[config.mk]
export PLATFORM = sky130hd
export DESIGN_NAME = ref_bank_scheduler
export DESIGN_NICKNAME = d
export VERILOG_FILES = /design/src/rtl/ref_sched_pkg.sv /design/src/rtl/ref_loader.sv /design/src/rtl/ref_bank_scheduler.sv
export SDC_FILE = /design/constraint.sdc
export NUM_CORES = 1
export LEC_CHECK = 0
export BUFFER_PORTS_ARGS = -buffer_cell sky130_fd_sc_hd__clkbuf_2
export CAP_MARGIN = 30
export CORE_MARGIN = 2
export CORE_UTILIZATION = 38
export CTS_BUF_LIST = sky130_fd_sc_hd__clkbuf_2
export CTS_CLUSTER_SIZE = 25
export DETAILED_ROUTE_END_ITERATION = 8
export SYNTH_ARGS = -nofsm -noshare
export SYNTH_HDL_FRONTEND = slang
export SYNTH_HIERARCHICAL = 1
export SYNTH_SLANG_ARGS = --single-unit
[constraint.sdc]
create_clock -name S_AXIS_ACLK -period 3.6 [get_ports S_AXIS_ACLK]
set_input_delay 0.18 -clock S_AXIS_ACLK [delete_from_list [all_inputs] [get_ports S_AXIS_ACLK]]
set_output_delay 0.18 -clock S_AXIS_ACLK [all_outputs]
set_load 0.01 [all_outputs]
[src/rtl/ref_sched_pkg.sv]
// Shared types and constants for the reference-bank ping-pong scheduler.
package ref_sched_pkg;

    typedef enum logic [1:0] {
        L_IDLE  = 2'b00,
        L_WRITE = 2'b01,
        L_DRAIN = 2'b10,
        L_PEND  = 2'b11
    } load_state_t;

    localparam int FRAME_CNT_W = 16;

endpackage

[src/rtl/ref_loader.sv]
// Coefficient loader: writes one FRAME_LEN sequence into the inactive bank,
// flags bad lengths and holds the sequence until the top level swaps banks.
module ref_loader
    import ref_sched_pkg::*;
#(
    parameter int BRAM_DEPTH_BITS = 10,
    parameter int C_DATA_WIDTH    = 64,
    parameter int FRAME_LEN       = 1024
) (
    input  logic                      clk,
    input  logic                      rst_n,
    input  logic [C_DATA_WIDTH-1:0]   tdata,
    input  logic                      tvalid,
    input  logic                      tlast,
    output logic                      tready,
    input  logic                      active_bank,
    input  logic                      swap,
    output logic                      we,
    output logic [BRAM_DEPTH_BITS:0]  waddr,
    output logic [C_DATA_WIDTH-1:0]   wdata,
    output logic                      err,
    output load_state_t               state
);

    localparam logic [BRAM_DEPTH_BITS-1:0] LAST_IDX = BRAM_DEPTH_BITS'(FRAME_LEN - 1);

    load_state_t                state_q, state_d;
    logic [BRAM_DEPTH_BITS-1:0] wptr_q;
    logic                       beat, at_last, write_en, ready_d;

    assign beat    = tvalid & tready;
    assign at_last = (wptr_q == LAST_IDX);
    assign state   = state_q;

    always_ff @(posedge clk or negedge rst_n) begin
        if (!rst_n) state_q <= L_IDLE;
        else        state_q <= state_d;
    end

    always_comb begin
        state_d = state_q;
        case (state_q)
            L_IDLE, L_WRITE: begin
                if (beat) begin
                    if (tlast) state_d = at_last ? L_PEND : L_IDLE;
                    else       state_d = at_last ? L_DRAIN : L_WRITE;
                end
            end
            L_DRAIN: if (beat && tlast) state_d = L_IDLE;
            L_PEND:  if (swap)          state_d = L_IDLE;
            default: state_d = L_IDLE;
        endcase
    end

    always_comb begin
        write_en = beat && (state_q == L_IDLE || state_q == L_WRITE);
        ready_d  = (state_d != L_PEND);
    end

    // Ready is registered so it stays low throughout reset and rises one cycle after.
    // wptr returns to 0 at any sequence end; a pending sequence never advances it.
    always_ff @(posedge clk or negedge rst_n) begin
        if (!rst_n) begin
            tready <= 1'b0;
            wptr_q <= '0;
            we     <= 1'b0;
            waddr  <= '0;
            wdata  <= '0;
            err    <= 1'b0;
        end else begin
            tready <= ready_d;
            we     <= write_en;
            if (write_en) begin
                waddr  <= {~active_bank, wptr_q};
                wdata  <= tdata;
                wptr_q <= (tlast || at_last) ? '0 : wptr_q + BRAM_DEPTH_BITS'(1);
                if (tlast ? !at_last : at_last) err <= 1'b1;
            end
        end
    end

endmodule

[src/rtl/ref_bank_scheduler.sv]
// Ping-pong reference BRAM controller: correlator read addressing, frame
// counting and frame-boundary bank swaps around the coefficient loader.
module ref_bank_scheduler
    import ref_sched_pkg::*;
#(
    parameter int BRAM_DEPTH_BITS = 10,
    parameter int C_DATA_WIDTH    = 64,
    parameter int FRAME_LEN       = 1024
) (
    input  logic                      S_AXIS_ACLK,
    input  logic                      S_AXIS_ARESETN,
    input  logic [C_DATA_WIDTH-1:0]   LOAD_TDATA,
    input  logic                      LOAD_TVALID,
    input  logic                      LOAD_TLAST,
    output logic                      LOAD_TREADY,
    input  logic                      FFT_TVALID,
    input  logic                      FFT_TREADY,
    input  logic                      FFT_TLAST,
    output logic                      BRAM_WE,
    output logic [BRAM_DEPTH_BITS:0]  BRAM_WADDR,
    output logic [C_DATA_WIDTH-1:0]   BRAM_WDATA,
    output logic [BRAM_DEPTH_BITS:0]  BRAM_RADDR,
    output logic                      ACTIVE_BANK,
    output logic                      SWAP_PENDING,
    output logic                      LOAD_ERR,
    output logic [FRAME_CNT_W-1:0]    FRAME_CNT
);

    localparam logic [BRAM_DEPTH_BITS-1:0] LAST_IDX = BRAM_DEPTH_BITS'(FRAME_LEN - 1);

    load_state_t                load_state;
    logic [BRAM_DEPTH_BITS-1:0] rptr_q;
    logic                       fft_beat, boundary, swap;

    ref_loader #(
        .BRAM_DEPTH_BITS (BRAM_DEPTH_BITS),
        .C_DATA_WIDTH    (C_DATA_WIDTH),
        .FRAME_LEN       (FRAME_LEN)
    ) u_loader (
        .clk         (S_AXIS_ACLK),
        .rst_n       (S_AXIS_ARESETN),
        .tdata       (LOAD_TDATA),
        .tvalid      (LOAD_TVALID),
        .tlast       (LOAD_TLAST),
        .tready      (LOAD_TREADY),
        .active_bank (ACTIVE_BANK),
        .swap        (swap),
        .we          (BRAM_WE),
        .waddr       (BRAM_WADDR),
        .wdata       (BRAM_WDATA),
        .err         (LOAD_ERR),
        .state       (load_state)
    );

    assign SWAP_PENDING = (load_state == L_PEND);
    assign fft_beat     = FFT_TVALID & FFT_TREADY;
    assign boundary     = fft_beat & (FFT_TLAST | (rptr_q == LAST_IDX));

    // Swap only between frames: on the closing beat, or while the reader idles at rptr 0.
    assign swap = SWAP_PENDING & (boundary | ((rptr_q == '0) & ~fft_beat));

    always_ff @(posedge S_AXIS_ACLK or negedge S_AXIS_ARESETN) begin
        if (!S_AXIS_ARESETN) begin
            rptr_q      <= '0;
            ACTIVE_BANK <= 1'b0;
            BRAM_RADDR  <= '0;
            FRAME_CNT   <= '0;
        end else begin
            if (boundary)      rptr_q <= '0;
            else if (fft_beat) rptr_q <= rptr_q + BRAM_DEPTH_BITS'(1);
            if (swap)     ACTIVE_BANK <= ~ACTIVE_BANK;
            if (boundary) FRAME_CNT   <= FRAME_CNT + FRAME_CNT_W'(1);
            BRAM_RADDR <= {ACTIVE_BANK, rptr_q};
        end
    end

endmodule

==> summary.md, run 1 <==
| Metric | Value |
|---|---|
| Vias in the first global route | 4,491 |
| Yosys warns | 6 |
| Post-synthesis register bit count | 128 |
| I/O Buffers | 177 |
| Maxcap violations | 0 |
| Total CTS buffers | 17 |
| Congestion Overflow GR | 0 |
| Peak supply drop | between 0.2 and 0.3 mV |
| Initial antenna violation count | 0 |
| Synth Instances | ~540 |
| Pre-CTS WS | 1.31 ns |
| Worst min-delay path class | input pin to asynchronous set/reset pin |
| Site row count | 43 |
| Drc violations | 0 |
| Relative slew slack | 41.8% |
| Fin. max-slew vios | 0 |
| Max Freq | 436 MHz |
| Post-layout min period | 2.29 ns |
| Area of the die | 14,900 um2 |
| Final worst slack | between 1 and 1.5 ns |
| Mapped Nets | between 600 and 700 |
| Commonest cells after routing, fill and taps aside | nand2_1 (245), clkbuf_2 (196), dfrtp_1 (128) |
| Final setup violation count | 0 |
| Reg-to-reg slack, setup | 1.31 ns |
| Area grow syn2layout | 37.3% |
| Wirelength per Cell | 13.0 um |
| Area of the core | 13,700 um2 |
| Yosys cell types | 49 |
| Post-layout util | about 53% |
| Top Ports | 178 |
| Final instance count without filler cells | 978 |
| GRT Util Overall | 17.7% |
| Max Fanout on Critical Path | 16 |
| RSZ-0062 raised after global routing | false |
| Sequential power share | 54.4% |
| Drt first pass iters | 4 |
| WS Path Type | flip-flop to flip-flop |
| CTS tree | built |
| Internal power | about 2200 uW |
| Via-per-instance ratio | 4.72 |
| Ys flop type | dfrtp_1 |
| Clk buf depth | 2 |
| Htree depth | 4 |
| Status | finished clean |
| Final Cycle Share | 63.7% |
| Post-CTS sizing | 0 |
| Post-Syn Area | 5290 um2 |
| Reg clk slew, reported paths | between 0.15 and 0.2 ns |
| Diode count | 0 |
| Final Hold Slack | roughly 0.11 ns |
| Drt total wl | 12.7 mm |
| Post-synth EDFFs | 0 |
| Final-report hold violation count | 0 |
| Final ANT Viol Nets | 0 |
| Root Buffer | clkbuf_2 |
| P_leak | 0.00391 uW |
| HPWL after DPL | 8.16 mm |
| Ys async rst share | 100% |
| Share of layout cells above drive strength 1 | 28.1% |
| Combinational share of power | 15.8% |
| Worst slew pin tran | 0.873 ns |
| Worst clock skew | 0.0174 ns |
| Num Clock Sinks | roughly 130 |
| Iteration-0 DRC Markers | about 210 |
| Worst-skew pair later-pin latency | 0.68 ns |
| WP data required | around 4.2 ns |
| First-pass GRT wire length | 20.8 mm |
| Switch share | ~28% |
| Final layout net count | 863 |
| Register area share after synthesis | around 61% |
| Worst Reg2Reg Path Length in Cells | 5 |
| Crit path DAT | 2.87 ns |
| Die width | 122 um |
| Gp weighted congestion | approximately 0.84 |
| Setup crit end kind | flip-flop |
| Setup bufs post-CTS | 0 |
| Initial Util | 38.6% |
| Worst r2r dst | FRAME_CNT[1] |
| Avg Inst Size Synth | between 9 and 10 um2 |
| Commonest non-fill, non-tap cell in the layout | nand2_1 |
| CP Launch Point | rptr_q[1] |
| Pwr/cell area | 413 nW/um2 |
| Worst flop-to-flop path startpoint | rptr_q[1] |
| Crit path launch type | flip-flop |
| TNS Setup | 0 ns |
| Pin count of the biggest net entering global routing | 85 |
| Sw power | 839 uW |
| Die height | 122 um |
| Placed cells | ~880 |
| Clk pwr share | 29.8% |
| Via count | 4,616 |
==> routing by layer <==
metal  part of all wire [%]  vias up  global-route usage [%]
li1                       -     2244                       -
met1                     44     2196                    21.5
met2                     48      148                    28.8
met3                    6.3       28                    5.90
met4                    2.0        0                    7.47
met5                      0        -                       0
==> cell usage after synthesis, types with 5 or more instances <==
cell	instances	share of area, %
xnor2_1	17	2.8
xor2_1	5	0.83
and3_1	7	0.83
buf_2	14	1.3
nand2_1	245	17
o21ai_0	16	1.5
o211ai_1	8	1.1
dfrtp_1	128	61
nand3_1	8	0.76
clkbuf_1	6	0.43
ha_1	7	1.7
nor2_1	11	0.78
inv_1	5	0.35
==> worst max-delay path, cell delays in order, from the launching register on <==
cell and delay (ns):
dfrtp_1 0.43, ha_1 0.25, nand3_4 0.13, nor4_4 0.70
or2_1 0.36, mux2_4 0.32
==> power groups by stage <==
stage                     Sequential, uW  Combinational, uW  Clock (uW)
after floorplan                     1700                162           0
after global placement              1650                411           0
after detailed placement            1660                418           0
after CTS                           1630                479         946
after global routing                1650                530        1020
final                               1630                474         895
==> area by class of cell <==
class,instances,area [um2]
fill,1263,6450
sequential,128,3200
multi-input combinational,380,1930
timing repair buffer,252,1640
tap,180,225
clock inverter,12,143
clock buffer,20,100
inverter,6,22.5
==> what timing repair did <==
action,CTS,global route
setup endpoints to repair,0,0
hold buffers,71,0
hold endpoints to repair,131,0
==> per-stage QoR <==
stage          total power (uW)  area, um2
6_report                   3000       7270
5_1_grt                    3200       7270
4_1_cts                    3060       7270
3_5_place_dp               2080       6310
3_3_place_gp               2060       6310
2_1_floorplan              1860       5290
==> kinds of logic after synthesis <==
family / share of synthesized area, %
XOR/XNOR: 3.64
AND/OR/NAND/NOR: 24.0
AO/OA/AOI/OAI: 6.50
adder cells (fa/ha/maj): 1.66
flip-flops: 60.5
buffers and inverters: 2.96
multiplexers: 0.686
==> worst max-delay path by stage <==
stage	endpoint
floorplan	u_loader/wptr_q[2]
global placement	FRAME_CNT[1]
detailed placement	FRAME_CNT[1]
CTS	FRAME_CNT[1]
global route	FRAME_CNT[1]
finish	FRAME_CNT[1]
==> registers in the layout, summed over array words and instances (netlist names) <==
signal           cells
u_loader/err         1
u_loader/tready      1
u_loader/state       2
rptr_q              10
u_loader/we          1
BRAM_RADDR          11
FRAME_CNT           16
u_loader/wdata      64
ACTIVE_BANK          1
u_loader/waddr      11
u_loader/wptr_q     10
(Power assumes the default switching activity.)
==> run 2: changes to the inputs <==
Clock period 3.6 ns to 2.2 ns, I/O delays scaled along.
==> run 2 against run 1 <==
Against the previous run:
- combinational power is 70% higher
- worst hold slack improved by 0.055 ns
- first-iteration DRC count is 56% higher
- critical path type unchanged
==> summary.md, run 2 (synthesis results as in run 1) <==
| Metric | Value |
|---|---|
| Biggest register | u_loader/wdata |
| Root Buffer | clkbuf_2 |
| WP data required | 2.76 ns |
| Via count | between 4,000 and 5,000 |
| Initial Util | 38.6% |
| Site row count | 43 |
| Area of the core | 13,700 um2 |
| Drt total wl | 13.1 mm |
| Max Fanout on Critical Path | 11 |
| Worst-skew pair later-pin latency | 0.66 ns |
| Htree depth | 4 |
| Commonest cells after routing, fill and taps aside | nand2_1 (245), clkbuf_2 (195), dfrtp_1 (128) |
| Clk buf depth | 2 |
| Total CTS buffers | 17 |
| CTS tree | built |
| Max Freq | around 500 MHz |
| Drc violations | 0 |
| Relative slew slack | 41.5% |
| HPWL after DPL | 8.17 mm |
| Hold buffers post-CTS | 82 |
| Reg clk slew, reported paths | around 0.19 ns |
| Crit path DAT | 2.57 ns |
| Final-report hold violation count | 0 |
| Fillcell total | about 1,200 |
| Worst min-delay path class | input pin to flip-flop |
| Pre-CTS WS | between 0.15 and 0.2 ns |
| WS Path Type | flip-flop to flip-flop |
| Final setup violation count | 0 |
| Diode count | 0 |
| Pin count of the biggest net entering global routing | 85 |
| Share of layout cells above drive strength 1 | 28.0% |
| Final worst slack | roughly 0.19 ns |
| Via-per-instance ratio | 4.71 |
| Initial antenna violation count | 0 |
| Status | finished clean |
| Final ANT Viol Nets | 0 |
| Top Ports | 178 |
| Worst slew pin tran | 0.877 ns |
| Peak supply drop | 0.513 mV |
| Register area | 3200 um2 |
| Area grow syn2layout | 39.7% |
| GRT Util Overall | 18.4% |
| Final layout net count | between 800 and 900 |
| Fin. max-slew vios | 0 |
| I/O Buffers | 177 |
| Congestion Overflow GR | 0 |
| Final Cycle Share | approximately nine tenths |
| Reg-to-reg slack, setup | 0.19 ns |
| Iteration-0 DRC Markers | 333 |
| Area of the die | 14,900 um2 |
| Crit path launch type | flip-flop |
| Die width | 122 um |
| Vias in the first global route | 4,696 |
| Top flop regs | u_loader/wdata x64, FRAME_CNT x16 |
| Post-CTS sizing | 0 |
| Max reg flops | between 60 and 70 |
| First-pass GRT wire length | 21.7 mm |
| Maxcap violations | 0 |
| TNS Setup | 0 ns |
| Die height | 122 um |
| Post-layout min period | 2.01 ns |
| Worst clock skew | 0.0274 ns |
| Area of the multi-input gates | between 1500 and 2000 um2 |
| Gp weighted congestion | between 0.8 and 0.9 |
| Pwr/cell area | 653 nW/um2 |
| Setup bufs post-CTS | 0 |
| Commonest non-fill, non-tap cell in the layout | nand2_1 |
| P_leak | 0.00396 uW |
| RSZ-0062 raised after global routing | false |
| Wirelength per Cell | 13.2 um |
| Num Clock Sinks | 128 |
| Drt first pass iters | 4 |
| Setup crit end kind | flip-flop |
run 2: changes by cell type in the layout (fill, tap and decap cells not counted), sizes merged:
cell | previous run | this run
buf | 5 | 9
bufinv | 3 | 2
clkinv | 7 | 9
clkbuf | 196 | 195
dlygate4sd3 | 71 | 81
run 2: worst max-delay path: stages (launching register included):
cell,delay (ns)
dfrtp_1,0.45
ha_1,0.24
nand3_1,0.10
or3_1,0.36
ha_1,0.33
and2_1,0.23
a21oi_1,0.16
a31oi_1,0.05
run 2: layout make-up:
cell class	instances	area share, %
Clock buffer	19	1.29
Clock inverter	13	1.64
Inverter	6	0.305
Multi-Input combinational cell	380	26.1
Sequential cell	128	43.3
Tap cell	180	3.05
Timing Repair Buffer	266	24.2
run 2: per-layer routing:
metal,share of wire (%),global-route usage [%]
met3,6.2,4.82
met4,2.3,8.33
met2,49,30.3
met1,43,22.7
met5,0,0
run 2: path summary, 6_finish.rpt:
check,endpoint,from,depth (start not counted)
worst min register to register,BRAM_RADDR[0],rptr_q[0],0
worst max register to register,u_loader/wptr_q[5],u_loader/wptr_q[0],7
max in group asynchronous,u_loader/waddr[10],S_AXIS_ARESETN,4
min in group asynchronous,u_loader/waddr[6],S_AXIS_ARESETN,4
worst max-delay path,u_loader/wptr_q[5],u_loader/wptr_q[0],7
worst min-delay path,u_loader/wdata[54],LOAD_TDATA[54],4
run 2: stage by stage:
step	utilization (%)	hold slack [ns]	area (um2)	cells	power (uW)
after floorplan	-	-0.186	5290	538	3040
after global routing	53.9	0.0744	7390	992	5140
after detailed placement	46.2	0.193	6330	878	3400
after global placement	46.2	0.185	6330	878	3370
final	53.9	0.164	7390	992	4830
after CTS	53.9	0.0558	7390	992	4920
run 2: where the power goes:
group          switching [uW]  total (uW)  internal [uW]
clock                     843        1350            510
combinational             419         807            388
sequential                137        2670           2530
total                    1400        4830           3430
==> run 3: changes to the inputs <==
Settings changed: GPL_TIMING_DRIVEN set to 0, PLACE_DENSITY_LB_ADDON set to 0.3.
==> run 3 against run 2 <==
Against the previous run:
- critical path depth shrank 1
- clock skew down 0.013 ns
- via count rose by 2.4%
- non-clock buffer count up 12
- register-to-register slack got worse by 0.07 ns
- worst hold slack gained 0.0046 ns
- die area did not move
- sequential power about the same
- clock power is 5% higher
- largest power group unchanged
==> summary.md, run 3 (synthesis results as in run 1) <==
| Metric | Value |
|---|---|
| Status | finished clean |
| Final ANT Viol Nets | 0 |
| CTS tree | built |
| Worst flop-to-flop path startpoint | rptr_q[1] |
| Relative slew slack | 62.5% |
| Vias in the first global route | 4,777 |
| WS Path Type | flip-flop to flip-flop |
| WP data required | approximately 2.8 ns |
| Commonest cells after routing, fill and taps aside | nand2_1 (245), clkbuf_2 (198), dfrtp_1 (126) |
| Worst path cell trace | ha_1, nand3_4, nor4_4, or2_1, buf_6, mux2_4 |
| Root Buffer | clkbuf_2 |
| Biggest register | u_loader/wdata |
| Final setup violation count | 0 |
| RSZ-0062 raised after global routing | false |
| Area of the core | between 10,000 and 15,000 um2 |
| Via-per-instance ratio | 4.77 |
| Final Hold Slack | 0.169 ns |
| Drt first pass iters | 4 |
| Pwr/cell area | 660 nW/um2 |
| GRT Util Overall | 19.3% |
| Wirelength per Cell | between 10 and 15 um |
| Worst slew pin tran | 0.558 ns |
| Congestion Overflow GR | 0 |
| Initial Util | 38.6% |
| Area grow syn2layout | 40.7% |
| Max reg flops | 64 |
| CP Launch Point | rptr_q[1] |
| Crit path DAT | 2.64 ns |
| Top Ports | roughly 180 |
| Via count | 4,784 |
| Share of layout cells above drive strength 1 | 29.2% |
| Worst Reg2Reg Path Length in Cells | 6 |
| Commonest non-fill, non-tap cell in the layout | nand2_1 |
| Crit-path leading delay family | simple AND/OR/NAND/NOR gates |
| Post-layout min period | 2.08 ns |
| Fin area | 7440 um2 |
| Iteration-0 DRC Markers | 175 |
| Worst-skew pair later-pin latency | 0.66 ns |
| Hold Path Cell Cnt | 4 |
| Setup crit end kind | flip-flop |
| Worst min-delay path class | input pin to flip-flop |
| Num Clock Sinks | 128 |
| Final worst slack | 0.119 ns |
| Final-report hold violation count | 0 |
| Crit path launch type | flip-flop |
| Die height | ~120 um |
| I/O Buffers | 177 |
| First-pass GRT wire length | 22.3 mm |
| Worst clock skew | 0.0143 ns |
| Fin. max-slew vios | 0 |
| Pre-CTS WS | 0.109 ns |
| Clk buf depth | 2 |
| Pin count of the biggest net entering global routing | 83 |
| CP Buf/Inv Count | 1 |
| Top flop regs | u_loader/wdata x64, FRAME_CNT x16 |
| Max incr delay on CP | 0.56 ns |
| Site row count | 43 |
| Pwr Total | 4910 uW |
| Stages on the worst setup path | 6 |
| Initial antenna violation count | 0 |
| Drc violations | 0 |
| Max Freq | 481 MHz |
| Placed cell area | about 6400 um2 |
| Die width | 122 um |
| Area of the die | 14,900 um2 |
| Peak supply drop | 0.441 mV |
| Htree depth | 4 |
| Total CTS buffers | 17 |
| HPWL after DPL | between 9 and 10 mm |
| Gp weighted congestion | ~0.84 |
| Reg clk slew, reported paths | roughly 0.17 ns |
| Diode count | 0 |
| Post-layout util | 54.2% |
| Max Fanout on Critical Path | 7 |
| Maxcap violations | 0 |
| Final Cycle Share | 94.6% |
| Final layout net count | 889 |
| Drt total wl | between 10 and 15 mm |
| P_leak | between 0.004 and 0.005 uW |
| Crit-path slowest cell | nor4_4 |
| Hold path startpoint | LOAD_TDATA[54] |
run 3: changes by cell type in the layout (fill, tap and decap cells not counted), sizes merged:
cell         delta
buf            +11
bufinv          +1
clkbuf          +9
clkinv          -3
clkinvlp        -2
dlygate4sd3     -6
run 3: metrics by stage:
stage               instances  TNS, ns
floorplan                 538        0
global placement          895  -110.57
detailed placement        896        0
CTS                      1002        0
global route             1002        0
finish                   1002        0
run 3: timing repair:
action                                 4_1_cts  5_1_grt
endpoints found under the hold margin      208        0
setup buffers                                0        0
gates resized for setup                      0        4
setup endpoints to repair                    0        6
hold buffers                                76        0
run 3: final cells by class:
type / count / area (um2)
sequential: 128 / 3210
buffer: 24 / 135
multi-input combinational: 380 / 1930
inverter: 6 / 22.5
timing repair buffer: 254 / 1700
clock inverter: 9 / 118
fill: 1222 / 6280
tap: 180 / 225
clock buffer: 21 / 105
run 3: power by group:
part	internal, uW	switching (uW)	leakage [uW]	total [uW]
clock network	626	791	0.000148	1420
logic	394	426	0.00223	820
registers	2530	142	0.00164	2670
run 3: worst register-to-register path, delay by kind of cell, from the launching register on:
| kind | cells | cell delay, ns |
|---|---|---|
| adders and majority gates | 1 | 0.25 |
| buffers and inverters | 1 | 0.13 |
| DFF | 1 | 0.43 |
| muxes | 1 | 0.30 |
| and+or+nand+nor | 3 | 0.89 |
run 3: routing by layer:
layer / up-vias / track usage, % / share of wire, %
met1: 2306 / 22.7 / 41
met5: - / 0 / 0
met2: 163 / 32.6 / 51
met4: 0 / 7.76 / 1.7
li1: 2296 / - / -
met3: 19 / 6.51 / 6.2
run 3: worst paths after layout:
| check | end | slack [ns] |
|---|---|---|
| max in group asynchronous | u_loader/wdata[2] | 1.23 |
| min reg2reg | BRAM_RADDR[10] | 0.46 |
| max | FRAME_CNT[1] | 0.12 |
| max reg2reg | FRAME_CNT[1] | 0.12 |
| min | u_loader/wdata[54] | 0.17 |
| min in group asynchronous | u_loader/wdata[41] | 0.57 |
